**src/rtl/pwm_pkg.sv**
```systemverilog
// Shared constants for the PWM breathing sequencer: default sizing, FSM encodings
// and the power-on duty table.
package pwm_pkg;

    localparam int unsigned PERIOD_DEF  = 500000;
    localparam int unsigned REPEAT_DEF  = 200;
    localparam int unsigned STEPS_DEF   = 10;
    localparam int unsigned CW_DEF      = 19;
    localparam int unsigned TABLE_DEPTH = 16;
    localparam int unsigned IW          = 4;

    localparam logic [0:0] IDLE = 1'b0;
    localparam logic [0:0] RUN  = 1'b1;

    // Power-on breathing curve; entries past the tenth come up as 0.
    function automatic int unsigned default_entry(input int unsigned idx);
        case (idx)
            0:       return 475000;
            1:       return 425000;
            2:       return 350000;
            3:       return 250000;
            4:       return 100000;
            5:       return 100000;
            6:       return 250000;
            7:       return 350000;
            8:       return 425000;
            9:       return 475000;
            default: return 0;
        endcase
    endfunction

endpackage

```
**src/rtl/pwm_period_gen.sv**
```systemverilog
// PWM period datapath: period counter, end-of-period strobe, per-period duty latch
// and the registered compare that drives the LED.
module pwm_period_gen
    import pwm_pkg::*;
#(
    parameter int unsigned PERIOD = PERIOD_DEF,
    parameter int unsigned CW     = CW_DEF
) (
    input  logic          clk,
    input  logic          rst_n,
    input  logic          en,
    input  logic [CW-1:0] duty_in,
    output logic          led,
    output logic          period_end
);

    logic [CW-1:0] pcnt;
    logic [CW-1:0] pcnt_next;
    logic [CW-1:0] duty_q;
    logic [CW-1:0] duty_c;

    // At pcnt=0 the fresh table value is used directly so the first cycle of a
    // period already compares against the new duty.
    always_comb begin
        pcnt_next = pcnt + CW'(1);
        duty_c    = duty_q;
        if (pcnt == CW'(PERIOD - 1)) begin
            pcnt_next = '0;
        end
        if (pcnt == '0) begin
            duty_c = duty_in;
        end
    end

    always_ff @(posedge clk or negedge rst_n) begin
        if (!rst_n) begin
            pcnt       <= '0;
            duty_q     <= '0;
            led        <= 1'b1;
            period_end <= 1'b0;
        end else if (!en) begin
            pcnt       <= '0;
            led        <= 1'b1;
            period_end <= 1'b0;
        end else begin
            pcnt       <= pcnt_next;
            duty_q     <= duty_c;
            led        <= (pcnt < duty_c);
            period_end <= (pcnt_next == CW'(PERIOD - 1));
        end
    end

endmodule

```
**src/rtl/pwm_breath_sequencer.sv**
```systemverilog
// Breathing-pattern sequencer: owns the duty table, repeat/step counters and the
// IDLE/RUN control FSM; the PWM period itself comes from pwm_period_gen.
module pwm_breath_sequencer
    import pwm_pkg::*;
#(
    parameter int unsigned PERIOD = PERIOD_DEF,
    parameter int unsigned REPEAT = REPEAT_DEF,
    parameter int unsigned STEPS  = STEPS_DEF,
    parameter int unsigned CW     = CW_DEF
) (
    input  logic          clk,
    input  logic          rst_n,
    input  logic          start,
    input  logic          stop,
    input  logic          loop_en,
    input  logic          cfg_we,
    input  logic [IW-1:0] cfg_addr,
    input  logic [CW-1:0] cfg_data,
    output logic          led,
    output logic          busy,
    output logic [IW-1:0] step_idx,
    output logic          done
);

    localparam int unsigned RW = (REPEAT > 1) ? $clog2(REPEAT) : 1;

    logic [0:0]    state;
    logic [0:0]    state_next;
    logic [RW-1:0] rcnt;
    logic [RW-1:0] rcnt_next;
    logic [IW-1:0] step_next;
    logic          done_next;
    logic          en_c;
    logic          period_end;
    logic [CW-1:0] duty_c;
    logic [CW-1:0] table_q [TABLE_DEPTH];

    always_ff @(posedge clk or negedge rst_n) begin
        if (!rst_n) begin
            state    <= IDLE;
            rcnt     <= '0;
            step_idx <= '0;
            done     <= 1'b0;
            busy     <= 1'b0;
        end else begin
            state    <= state_next;
            rcnt     <= rcnt_next;
            step_idx <= step_next;
            done     <= done_next;
            busy     <= (state_next == RUN);
        end
    end

    // Stop beats start in IDLE; the end-of-sequence decision samples loop_en here.
    always_comb begin
        state_next = state;
        rcnt_next  = rcnt;
        step_next  = step_idx;
        done_next  = 1'b0;
        case (state)
            IDLE: begin
                if (start && !stop) begin
                    state_next = RUN;
                end
            end
            RUN: begin
                if (stop) begin
                    state_next = IDLE;
                    rcnt_next  = '0;
                    step_next  = '0;
                end else if (period_end) begin
                    if (rcnt == RW'(REPEAT - 1)) begin
                        rcnt_next = '0;
                        if (step_idx == IW'(STEPS - 1)) begin
                            step_next = '0;
                            if (!loop_en) begin
                                state_next = IDLE;
                                done_next  = 1'b1;
                            end
                        end else begin
                            step_next = step_idx + IW'(1);
                        end
                    end else begin
                        rcnt_next = rcnt + RW'(1);
                    end
                end
            end
            default: begin
                state_next = IDLE;
                rcnt_next  = '0;
                step_next  = '0;
            end
        endcase
    end

    // Period counter runs only while RUN continues into the next cycle.
    assign en_c   = (state == RUN) && (state_next == RUN);
    assign duty_c = table_q[step_idx];

    always_ff @(posedge clk or negedge rst_n) begin
        if (!rst_n) begin
            for (int unsigned i = 0; i < TABLE_DEPTH; i++) begin
                table_q[i] <= CW'(default_entry(i));
            end
        end else if (cfg_we && ({1'b0, cfg_addr} < 5'(STEPS))) begin
            table_q[cfg_addr] <= cfg_data;
        end
    end

    pwm_period_gen #(
        .PERIOD (PERIOD),
        .CW     (CW)
    ) u_period_gen (
        .clk        (clk),
        .rst_n      (rst_n),
        .en         (en_c),
        .duty_in    (duty_c),
        .led        (led),
        .period_end (period_end)
    );

endmodule

```
**config.mk**
```make
export PLATFORM = sky130hd
export DESIGN_NAME = pwm_breath_sequencer
export DESIGN_NICKNAME = d
export VERILOG_FILES = /design/src/rtl/pwm_pkg.sv /design/src/rtl/pwm_period_gen.sv /design/src/rtl/pwm_breath_sequencer.sv
export SDC_FILE = /design/constraint.sdc
export NUM_CORES = 1
export LEC_CHECK = 0
export ABC_CLOCK_PERIOD_IN_PS = 3300
export CORE_MARGIN = 3
export CORE_UTILIZATION = 45
export CTS_BUF_LIST = sky130_fd_sc_hd__clkbuf_4 sky130_fd_sc_hd__clkbuf_8 sky130_fd_sc_hd__clkbuf_16
export DETAILED_ROUTE_END_ITERATION = 7
export PLACE_DENSITY = 0.62
export RECOVER_POWER = 100
export SYNTH_ARGS = -nofsm -noshare
export SYNTH_HDL_FRONTEND = slang
export SYNTH_HIERARCHICAL = 1
export SYNTH_SLANG_ARGS = --single-unit
```
**constraint.sdc**
```tcl
create_clock -name clk -period 3.3 [get_ports clk]
set_input_delay 0.66 -clock clk [delete_from_list [all_inputs] [get_ports clk]]
set_output_delay 0.66 -clock clk [all_outputs]
set_load 0.01 [all_outputs]
```
==> summary.md <==
| Metric | Value |
|---|---|
| Post-synth ARST share | `1.00` |
| Avg Cell Area, Syn | `between 10 and 15 sq um` |
| Worst EP required | `~3.8 ns` |
| Design area | `18500 sq um` |
| Yosys warning total | `6` |
| Congestion Overflow GR | `0` |
| CTS HTree Levels | `2` |
| Distinct cells, synth | `58` |
| Die width | `~200 um` |
| Maximum root-to-sink buffer count | `3` |
| FF-to-FF Start | `u_period_gen/pcnt[6]` |
| Crit path kind | `reg -> reg` |
| PortBufs | `35` |
| Pwr dens | `652 nW/um^2` |
| Initial antenna violation count | `1` |
| Clk slew on worst S/H paths | `0.06 ns` |
| Failing checks | `capacitance limit, slew limit` |
| Vias/cell | `between 5 and 6` |
| Per-cell routed wire length | `between 20 and 25 um` |
| Top cells by area, synth | `dfrtp_1 42%, dfstp_2 14%, mux2_2 13%` |
| Die ar. | `~38000 sq um` |
| Crit. End Element | `flip-flop` |
| Clock Latency Late Sink | `0.55 ns` |
| Count leader, synth | `dfrtp_1` |
| Synth top cells by count | `269 x dfrtp_1, 181 x mux2_2, 134 x clkbuf_1, 89 x dfstp_2, 78 x mux2i_1` |
| Initial Util | `0.463` |
| Final HPWL from detailed placement | `around 22 mm` |
| Global-route usage over all layers | `0.187` |
| Clock Sinks | `approximately 360` |
| LEAKAGE | `a little under 8 nW` |
| Top-Level Pins | `36` |
| Ys flop type | `dfrtp_1` |
| Synth Instances | `roughly 1200` |
| Period utilization | `0.968` |
| Setup slack after placement | `between 0.08 and 0.09 ns` |
| Final Hold Viols | `0` |
| Post-synthesis cell area | `16200 sq um` |
| Via count | `slightly above 9000` |
| Syn nets | `1235` |
| Diode count | `0` |
| Synth area leader | `dfrtp_1` |
| Outcome | `finished with violations` |
| Site Rows | `between 60 and 70` |
| Min Tclk post-route | `about 3.2 ns` |
| Area Overhead vs Synth | `14.3%` |
| CTS tree | `done` |
| Core ar. | `around 35000 sq um` |
| R2R setup slack | `approximately 0.10 ns` |
| Worst hold path class | `reg -> reg` |
| First-pass GRT wire length | `between 50 and 60 mm` |
| Final wirelength | `35.4 mm` |
| Worst Setup EP | `u_period_gen/led` |
| PnR Total Power | `approximately 12 mW` |
| Max_cap viols | `3` |
| Vias in the first global route | `approximately 9300` |
| GPL Wtd Cong | `between 0.8 and 0.9` |
| Slew Limit Fails | `100` |
| Part of the Yosys area used for sequential elements | `0.560` |
| Post-synth top area share | `0.416` |
| Post-synth EDFFs | `0` |
| CTS Hold Bufs | `0` |
| Largest net degree at the start of global routing | `between 80 and 90` |
| Final setup viols | `0` |
| Slew @ Worst Pin | `about 1.7 ns` |
| Placed cell area | `roughly 17000 sq um` |
| Worst R2R Path Depth | `11` |
| CP Launch Type | `flip-flop` |
| Drt drc | `0` |
| DR iter-0 viols | `559` |
| Chip height | `about 200 um` |
| Peak VDD IR | `0.000567 V` |
| Seq cells post-synth | `approximately 360` |
| Final WS setup | `0.104 ns` |
| Worst Setup SP | `u_period_gen/pcnt[6]` |
| Clock buffer count from CTS | `40` |
| R2r endpoint | `u_period_gen/led` |
| Skew final | `between 0.015 and 0.02 ns` |
| Relative slew slack | `-0.136` |
| CP max FO | `5` |
| Worst hold margin | `between 0.3 and 0.4 ns` |
| Share of post-route cells with drive strength above 1 | `0.426` |
| DRT antenna net count | `0` |
| Final nets | `1197` |
| Clock root cell | `clkbuf_16` |
| Fmax | `0.313 GHz` |
| DRT Pass-1 Iters | `5` |
| Worst path arrival time | `about 3.7 ns` |
## cell families after synthesis
| group | after synthesis | share of synthesized area |
|---|---|---|
| AOI/OAI and AO/OA | 108 | 0.0443 |
| xor gates and xnor gates | 24 | 0.0130 |
| adders and majority gates | 23 | 0.0178 |
| buffers and inverters | 194 | 0.0503 |
| DFF | 358 | 0.560 |
| muxes | 327 | 0.261 |
| and+or+nand+nor | 149 | 0.0530 |
## registers in the layout, indices dropped and copies added (netlist names)
signal and cells:
u_period_gen/led 1, u_period_gen/duty_q 19, u_period_gen/period_end 1, done 1, state 1, table_q 304
u_period_gen/pcnt 19, step_idx 4, rcnt 8
## worst min path at each step
stage,slack [ns],from,to,depth (start not counted)
finish,0.37,table_q[86],table_q[86],0
global route,0.38,table_q[87],table_q[87],0
CTS,0.07,rst_n,u_period_gen/duty_q[4],1
detailed placement,0.36,table_q[109],table_q[109],0
global placement,0.36,table_q[110],table_q[110],0
floorplan,0.36,rst_n,done,0
## power breakdown
part	internal (mW)	total, mW	switching [mW]
combinational	1.02	1.88	0.852
sequential	5.20	5.53	0.326
clock	2.86	4.67	1.81
total	9.08	12.1	2.99
## worst max-delay path, cell delays in order, from the launching register on
cell	delay (ns)
dfrtp_1	0.37
or4_1	0.52
or4_4	0.45
nor2_4	0.23
buf_12	0.18
mux2i_1	0.27
ha_1	0.17
and3_1	0.14
nand3_1	0.09
or4_4	0.57
o21ai_2	0.08
a211oi_2	0.06
## placed cells by master, fill, tap and decap left out, drive strengths merged, types with 5 or more instances in the layout
cell / synthesis / layout
dfrtp: 269 / 269
mux2: 192 / 192
dfstp: 89 / 89
clkbuf: 134 / 80
mux2i: 78 / 78
mux4: 57 / 57
buf: 53 / 54
nor2: 53 / 53
o21ai: 27 / 27
clkdlybuf4s50: 0 / 25
nand2: 25 / 25
ha: 23 / 23
a21oi: 22 / 22
a32oi: 19 / 19
a22oi: 19 / 19
xor2: 12 / 12
xnor2: 12 / 12
a21o: 11 / 11
nand3: 11 / 11
nor3: 10 / 10
dlygate4sd3: 0 / 9
inv: 7 / 9
nor4: 9 / 9
and3: 6 / 6
nand4: 6 / 6
clkinv: 0 / 5
or4: 5 / 5
## layout make-up
class,count,area (sq um)
Fill cell,2884,16500
Sequential cell,358,9080
Multi-Input combinational cell,631,6380
Clock buffer,61,1240
Timing Repair Buffer,107,1030
Tap cell,455,569
Clock inverter,12,181
Inverter,7,26.3
## metrics by stage
stage,cells,util,TNS (ns)
final,1631,0.529,0
after global routing,1631,0.529,-0.0189
after CTS,1627,0.527,0
after detailed placement,1554,0.486,0
after global placement,1554,0.486,0
after floorplan,1183,-,0
## timing repair
action / in CTS / in global routing
gates resized for setup: 0 / 20
endpoints found under the setup margin: 0 / 1
setup buffers: 0 / 1
## per-layer routing
metal / GRT usage / part of all wire
met3: 0.0352 / 0.044
met5: 0 / 0.00037
met4: 0.0470 / 0.019
met1: 0.296 / 0.50
met2: 0.266 / 0.43
(Power assumes the default switching activity.)
